$ cat src/rtl/xclk_fwd_pkg.sv
// Shared types and defaults for the forwarded-clock controller.
package xclk_fwd_pkg;

  localparam int unsigned DivWDefault   = 4;
  localparam int unsigned DefDivDefault = 2;
  // Wide enough for START_DLY values up to 255.
  localparam int unsigned StartCntW     = 8;

  typedef enum logic [1:0] {
    StIdle,
    StStart,
    StRun,
    StDrain
  } state_e;

endpackage

$ cat src/rtl/xclk_phase_gen.sv
// Half-cycle slot counter for the forwarded clock: tracks slot index h, flags the period wrap
// and decodes the two DDR data slots.
module xclk_phase_gen
  import xclk_fwd_pkg::*;
#(
  parameter int unsigned DIV_W = DivWDefault
) (
  input  logic             clk,
  input  logic             rst_n,
  input  logic             advance,
  input  logic [DIV_W-1:0] div,
  output logic             wrap,
  output logic             d0,
  output logic             d1
);

  // Two extra bits hold h+2 up to 2P without overflow.
  localparam int unsigned HW = DIV_W + 2;

  logic [HW-1:0] h_q, h_d;
  logic [HW-1:0] h_plus2;
  logic [HW-1:0] p_ext;
  logic [HW-1:0] two_p;

  assign p_ext   = HW'(div);
  assign two_p   = HW'({div, 1'b0});
  assign h_plus2 = h_q + HW'(2);
  assign wrap    = advance & (h_plus2 >= two_p);

  // h parks at 0 outside RUN/DRAIN so the first RUN cycle starts a clean period.
  always_comb begin
    h_d = '0;
    if (advance && !wrap) begin
      h_d = h_plus2;
    end
  end

  always_ff @(posedge clk or negedge rst_n) begin
    if (!rst_n) begin
      h_q <= '0;
    end else begin
      h_q <= h_d;
    end
  end

  assign d0 = advance & (h_q < p_ext);
  assign d1 = advance & ((h_q + HW'(1)) < p_ext);

endmodule

$ cat src/rtl/xclk_fwd_ctrl.sv
// Forwarded-clock controller driving a DDR output register with a glitch-free divided clock.
// Define XCLK_FWD_PERCNT_EN to build the completed-period counter on per_cnt.
module xclk_fwd_ctrl
  import xclk_fwd_pkg::*;
#(
  parameter int unsigned DIV_W     = DivWDefault,
  parameter int unsigned DEF_DIV   = DefDivDefault,
  parameter int unsigned START_DLY = 4
) (
  input  logic             clk,
  input  logic             rst_n,
  input  logic             en,
  input  logic             cfg_valid,
  input  logic [DIV_W-1:0] cfg_div,
  output logic             cfg_ready,
  output logic             oddr_d0,
  output logic             oddr_d1,
  output logic             oddr_ce,
  output logic             oddr_r,
  output logic             oddr_s,
  output logic             running,
  output logic [31:0]      per_cnt
);

  localparam logic [StartCntW-1:0] StartLast = StartCntW'(START_DLY - 1);
  localparam logic [DIV_W-1:0]     DefDiv    = (DEF_DIV == 0) ? DIV_W'(1) : DIV_W'(DEF_DIV);

  state_e                 state_q, state_d;
  logic [StartCntW-1:0]   cnt_q, cnt_d;
  logic                   pend_q, pend_d;
  logic [DIV_W-1:0]       pend_div_q, pend_div_d;
  logic [DIV_W-1:0]       div_q, div_d;
  logic [DIV_W-1:0]       cfg_div_norm;
  logic                   advance;
  logic                   wrap;
  logic                   accept;
  logic                   apply;

  // State register
  always_ff @(posedge clk or negedge rst_n) begin
    if (!rst_n) begin
      state_q <= StIdle;
    end else begin
      state_q <= state_d;
    end
  end

  // Next-state logic; DRAIN ignores en so a re-request always restarts through START.
  always_comb begin
    state_d = state_q;
    unique case (state_q)
      StIdle:  if (en) state_d = StStart;
      StStart: begin
        if (!en) begin
          state_d = StIdle;
        end else if (cnt_q == StartLast) begin
          state_d = StRun;
        end
      end
      StRun:   if (!en) state_d = StDrain;
      StDrain: if (wrap) state_d = StIdle;
      default: state_d = StIdle;
    endcase
  end

  // Output decode
  always_comb begin
    oddr_r  = 1'b0;
    running = 1'b0;
    advance = 1'b0;
    unique case (state_q)
      StIdle:  oddr_r = 1'b1;
      StStart: oddr_r = 1'b0;
      StRun, StDrain: begin
        running = 1'b1;
        advance = 1'b1;
      end
      default: oddr_r = 1'b1;
    endcase
  end

  assign oddr_ce = 1'b1;
  assign oddr_s  = 1'b0;

  assign cfg_div_norm = (cfg_div == '0) ? DIV_W'(1) : cfg_div;
  assign cfg_ready    = ~pend_q;
  assign accept       = cfg_valid & ~pend_q;
  // While the clock toggles, a new divider only lands on a period boundary.
  assign apply        = pend_q & ((state_q == StIdle) | (state_q == StStart) | wrap);

  always_comb begin
    cnt_d      = (state_q == StStart) ? cnt_q + StartCntW'(1) : '0;
    pend_d     = pend_q;
    pend_div_d = pend_div_q;
    div_d      = div_q;
    if (apply) begin
      pend_d = 1'b0;
      div_d  = pend_div_q;
    end
    if (accept) begin
      pend_d     = 1'b1;
      pend_div_d = cfg_div_norm;
    end
  end

  always_ff @(posedge clk or negedge rst_n) begin
    if (!rst_n) begin
      cnt_q      <= '0;
      pend_q     <= 1'b0;
      pend_div_q <= DefDiv;
      div_q      <= DefDiv;
    end else begin
      cnt_q      <= cnt_d;
      pend_q     <= pend_d;
      pend_div_q <= pend_div_d;
      div_q      <= div_d;
    end
  end

  xclk_phase_gen #(
    .DIV_W(DIV_W)
  ) u_phase_gen (
    .clk    (clk),
    .rst_n  (rst_n),
    .advance(advance),
    .div    (div_q),
    .wrap   (wrap),
    .d0     (oddr_d0),
    .d1     (oddr_d1)
  );

`ifdef XCLK_FWD_PERCNT_EN
  logic [31:0] per_cnt_q;

  always_ff @(posedge clk or negedge rst_n) begin
    if (!rst_n) begin
      per_cnt_q <= '0;
    end else if (wrap) begin
      per_cnt_q <= per_cnt_q + 32'd1;
    end
  end

  assign per_cnt = per_cnt_q;
`else
  assign per_cnt = '0;
`endif

endmodule
$ cat config.mk
export PLATFORM = sky130hd
export DESIGN_NAME = xclk_fwd_ctrl
export DESIGN_NICKNAME = d
export VERILOG_FILES = /design/src/rtl/xclk_fwd_pkg.sv /design/src/rtl/xclk_phase_gen.sv /design/src/rtl/xclk_fwd_ctrl.sv
export SDC_FILE = /design/constraint.sdc
export NUM_CORES = 1
export LEC_CHECK = 0
export BUFFER_PORTS_ARGS = -buffer_cell sky130_fd_sc_hd__buf_4
export CORE_ASPECT_RATIO = 1.5
export CORE_MARGIN = 10
export CORE_UTILIZATION = 48
export CTS_CLUSTER_SIZE = 40
export DETAILED_ROUTE_END_ITERATION = 10
export PLACE_DENSITY = 0.87
export SLEW_MARGIN = 40
export SYNTH_ARGS = -nofsm -noshare
export SYNTH_HDL_FRONTEND = slang
export SYNTH_SLANG_ARGS = --single-unit
$ cat constraint.sdc
create_clock -name clk -period 2.8 [get_ports clk]
set_clock_uncertainty 0.15 [all_clocks]
set_input_delay 0.56 -clock clk [delete_from_list [all_inputs] [get_ports clk]]
set_output_delay 0.56 -clock clk [all_outputs]
set_load 0.005 [all_outputs]
After elaboration in Yosys (flattened, before gate mapping). Cells that the tools add are included. Widths: inputs -> output; s select.

Add/sub/neg operators: 3. Magnitude comparators: 3. Equality and inequality tests: 8. Multiplexer cells: 13. Bitwise gates (word level): 8. Reduce and logical (&&, ||, !) cells: 7.

Operator list (number): $lt 6x4->1 (2); $mux 2 (5); $add 8x1->8 const B (1); $eq 8x2->1 const B (1); $mux 8 (1); $pmux 2 s4 (1); $add 6x1->6 const B (1); $add 6x2->6 const B (1); $ge 6x5->1 (1); $mux 6 (1); $and 1x1->1 (5); $eq 2x2->1 const B (2); $logic_not 4->1 (1); $mux 1 (4); $mux 4 (1); $ne 2x2->1 const B (2); $reduce_and 4->1 (1); $ne 3x3->1 const B (1); $eq 2x1->1 const B (1); $logic_not 2->1 (1); $ne 2x1->1 const B (1); $or 1x1->1 (2); $reduce_bool 2->1 (1); $reduce_or 2->1 (1); 3 further kinds (3).

Flip-flop bits (word level): 25. Bits of input ports: 8. Output and inout bits: 39. Logic and storage cells: 48.

Depth between registers and ports, before layout.
Depth in word-level cells: 8. Depth in mapped cells: 7. Depth with buffers taken out: 7.

Modules after synthesis. From an unflattened synthesis, not the netlist that was laid out.

Cell total of the unflattened synthesis: 153. Area total of the unflattened synthesis: 1537.7 um2.

By module, submodules not included: xclk_fwd_ctrl (instances 1, cells each 107, area each 1096.1 um2, sequential area each 478.0 um2); xclk_phase_gen (instances 1, cells each 46, area each 441.7 um2, sequential area each 125.1 um2).

Worst setup path after synthesis. Ideal clock, no wire load.

Path type: register to register. Start point: register u_phase_gen.h_q[1]. End point: register div_q[0]. Library setup time: 131 ps. Arrival time: 1855 ps. Required time: 2519 ps. Slack: 663 ps. Stages on the path, launching flop included: 8. Path buffers: 0. Period minus slack after synthesis: 2137 ps. Cell sequence: dfrtp_1 ha_1 xor2_1 ha_1 a21o_1 a31oi_1 o21a_1 o21ai_0.

Cells in the longest elaborated chain, start to end: 5.

RTL lines: start, declared (line xclk_phase_gen.sv:20) `logic [HW-1:0] h_q, h_d;`; start signal, assigned (line xclk_phase_gen.sv:40) `h_q <= '0;`; start signal, assigned (line xclk_phase_gen.sv:42) `h_q <= h_d;`; $add 6x2->6 (line xclk_phase_gen.sv:27) `assign h_plus2 = h_q + HW'(2);`; $ge 6x5->1 (line xclk_phase_gen.sv:28) `assign wrap = advance & (h_plus2 >= two_p);`; $and 1x1->1 (line xclk_phase_gen.sv:28); $or 1x1->1 (line xclk_fwd_ctrl.sv:89) `assign apply = pend_q & ((state_q == StIdle) | (state_q == StStart) | wrap);`; $and 1x1->1 (line xclk_fwd_ctrl.sv:89); end signal, assigned (line xclk_fwd_ctrl.sv:111) `div_q <= DefDiv;`; end signal, assigned (line xclk_fwd_ctrl.sv:116) `div_q <= div_d;`; end, declared (line xclk_fwd_ctrl.sv:32) `logic [DIV_W-1:0] div_q, div_d;`.

No other way between the ends. A chain may end at the register's enable or synchronous reset.

Worst setup path after layout.
Start point: register u_phase_gen.h_q[3]. End point: output oddr_d1.

Cells in the longest elaborated chain, start to end: 3.

RTL lines: $add 6x1->6 (line xclk_phase_gen.sv:47) `assign d1 = advance & ((h_q + HW'(1)) < p_ext);`; $lt 6x4->1 (line xclk_phase_gen.sv:47); $and 1x1->1 (line xclk_phase_gen.sv:47); end, declared (line xclk_fwd_ctrl.sv:17) `output logic oddr_d1,`.

No other way between the ends.

==> metrics.md <==
| Metric | Value |
|---|---|
| Sink Count | 24 |
| Setup Viol. Count Final | 0 |
| GP Congestion | 0.795 |
| Share of layout cells above drive strength 1 | 15.3% |
| Slew Viols, Final | 0 |
| Seq. cell area | 603 um^2 |
| Core Rows | 24 |
| Die W | 65.8 um |
| R2R setup slack | 0.55 ns |
| TritonRoute pass-1 iters | 4 |
| Fill count | 283 |
| Met2 wire len | 1290 um |
| Root Buffer | clkbuf_8 |
| Setup CP Type | flop to output port |
| Initial Util | 50.9% |
| Met3 wire len | 210 um |
| M1 WL | 1030 um |
| Cells after DPL | 205 |
| Core box area | 2970 um^2 |
| Tot GR Track Use | 8.85% |
| Synth Area in XOR/XNOR | 4.63% |
| Routed Wire Length | 2570 um |
| Setup Fix Bufs, Post-CTS | 0 |
| Clock Path Buffers | 2 |
| Flip-flop and latch count after synthesis | 24 |
| Post_cts resized | 0 |
| Unrepaired setup endpoints after global routing | no |
| Total CTS buffers | 3 |
| IO buf count | 12 |
| FF-to-FF Start | u_phase_gen.h_q[1] |
| CTS H-tree depth | 1 |
| Hold Buf Count CTS | 0 |
| Initial antenna violation count | 0 |
| Mapped Cells | 156 |
| Crit start category | flop |
| Placed Instance Area | 1520 um^2 |
| GRT overflow | 0 |
| Min Clock Period, post-route | 2.54 ns |
| Nets | 190 |
| CP Capture Type | output port |
| Inserted Diodes | 0 |
| Highest routed layer | met4 |
| HPWL after detailed placement | 2110 um |
| Via count of the first global-routing pass | 1,015 |
| Netlist Area Pre-Place | 1510 um^2 |
| Layout area overhead | 4.14% |
| Die area | 5840 um^2 |
| Outcome | finished, final reports clean |
| Cell Pwr Density | 638 nW/um^2 |
| Peak VDD IR | 0.000494 V |
| Capturing point of the worst reg2reg path | div_q[3] |
| Required time worst endpoint | 2.09 ns |
| Compound-gate portion of the synthesized area | 9.84% |
| Fin area | 1580 um^2 |
| DR vias/cell | 4.63 |
| Leakage | 0.000821 uW |
| Mapped Avg Cell Area | 9.70 um^2 |
| Synth Area in Adders | 9.10% |
| Post-Synth Simple-Gate Area | 14.5% |
| R2R cell count | 7 |
| Sum of negative setup slack | 0 ns |
| CTS clk-pin slew, worst paths | 0.07 ns |
| Max Cap Viol | 0 |
| YS warnings | 0 |
| Seq/Total Area, Yosys | 39.9% |
| Drt wl/cell | 12.3 um |
| Multiplexer area fraction after synthesis | 2.23% |
| Multi-input gate area | 741 um^2 |
| Critical Path AT | 1.83 ns |
| Global-route wire length before repair | 4220 um |
| Part of the cycle the worst path needs | 90.6% |
| Die height | 88.8 um |
| Hold Crit Class | primary input to asynchronous set/reset pin |
| Largest family of logic cells by synthesized area | buffers and inverters |
| I/O pin cnt | 47 |
| Crit Path Max Fanout | 5 |
| Initial DRC Count | 30 |
| Achievable Freq | 394 MHz |
| CTS tree | done |
| Post-synth cell types | 31 |
| Final ANT Viol Nets | 0 |
| Largest net degree at the start of global routing | 25 |
| Later-pin clock latency in the skew report | 0.26 ns |
| Via count | 967 |
| Residual DRC | 0 |
| Final std cells w/o fill | 209 |
| Final Hold Vio Count | 0 |
-- metrics by stage --
step / power [uW] / utilization, % / hold slack (ns) / worst slack (ns)
2_1_floorplan: 719 / - / 0.114 / 0.663
3_3_place_gp: 780 / 51.1 / 0.288 / 0.564
3_5_place_dp: 789 / 51.1 / 0.302 / 0.552
4_1_cts: 1020 / 53.0 / 0.0370 / 0.257
5_1_grt: 1090 / 53.0 / 0.0446 / 0.175
6_report: 1010 / 53.0 / 0.0351 / 0.264
-- worst max-delay path by stage --
stage / end / startpoint / cells after the start / slack [ns]
finish: oddr_d1 / u_phase_gen.h_q[3] / 4 / 0.26
detailed placement: oddr_d1 / u_phase_gen.h_q[3] / 4 / 0.55
global route: oddr_d1 / u_phase_gen.h_q[3] / 4 / 0.18
global placement: oddr_d1 / u_phase_gen.h_q[3] / 4 / 0.56
floorplan: div_q[0] / u_phase_gen.h_q[1] / 7 / 0.66
CTS: oddr_d1 / u_phase_gen.h_q[3] / 4 / 0.26
-- synth_stat cells --
cell type	n	area, um^2
a21o_1	2	15.0
a31o_2	1	8.76
mux2_2	3	33.8
xnor2_1	3	26.3
o21a_1	1	7.51
o221ai_1	4	35.0
nor3_1	1	5.00
ha_1	11	138
and2_1	4	25.0
nor2b_1	3	18.8
xor2_1	5	43.8
and3_1	1	6.26
nand4_1	1	6.26
or4b_2	1	10.0
nand2b_1	4	25.0
and3_2	1	7.51
inv_1	8	30.0
conb_1	2	7.51
clkbuf_1	2	7.51
nor4_2	1	12.5
dfstp_2	2	52.6
or4b_1	1	10.0
nand2_1	8	30.0
a21oi_1	4	20.0
nor2_1	10	37.5
buf_4	34	255
a221o_1	1	10.0
nand3_1	5	25.0
o21ai_0	8	40.0
dfrtp_1	22	551
a31oi_1	2	12.5
-- flip-flops by register name (all words and copies together) (netlist names) --
name	count
cnt_q	8
u_phase_gen.h_q	5
div_q	4
pend_div_q	4
state_q	2
pend_q	1
-- worst max-delay path: stages, from the launching register on --
cell and delay [ns]:
dfrtp_1 0.44, ha_1 0.19, or4b_2 0.65, a21oi_1 0.16, buf_4 0.13
-- area by class of cell --
cell class / count / area share (%)
Multi-Input combinational cell: 121 / 47.0
Sequential cell: 24 / 38.3
Clock buffer: 4 / 3.49
Inverter: 8 / 1.91
Timing Repair Buffer: 13 / 6.20
Tap cell: 39 / 3.10
-- layer usage --
layer	GRT usage, %	vias to the layer above
li1	-	484
met2	16.0	36
met5	0	-
met3	2.53	2
met1	8.81	445
met4	4.88	0
-- logic make-up after synthesis --
| kind of cell | Yosys count |
|---|---|
| AO/OA/AOI/OAI | 23 |
| multiplexers | 3 |
| buffers and inverters | 44 |
| adder cells (fa/ha/maj) | 11 |
| AND/OR/NAND/NOR | 41 |
| other | 2 |
| flip-flops | 24 |
| XOR/XNOR | 8 |
-- power by group --
part           switching, uW  internal (uW)
registers               54.1            420
logic                    166            143
clock network           97.9            125
total                    318            687
-- cells in the final DEF (no fill, tap or decap), drive strengths merged, types with 2 or more instances in the layout --
master	instances
dfrtp	22
nor2b	3
dfstp	2
nand2b	4
nand3	5
or4b	2
xor2	5
nor2	10
buf	13
xnor2	3
conb	35
ha	11
a31oi	2
and3	2
a21o	2
o221ai	4
clkbuf	4
mux2	3
and2	4
inv	8
a21oi	4
o21ai	8
nand2	8
Note: power is estimated with default switching activity, not from simulation.
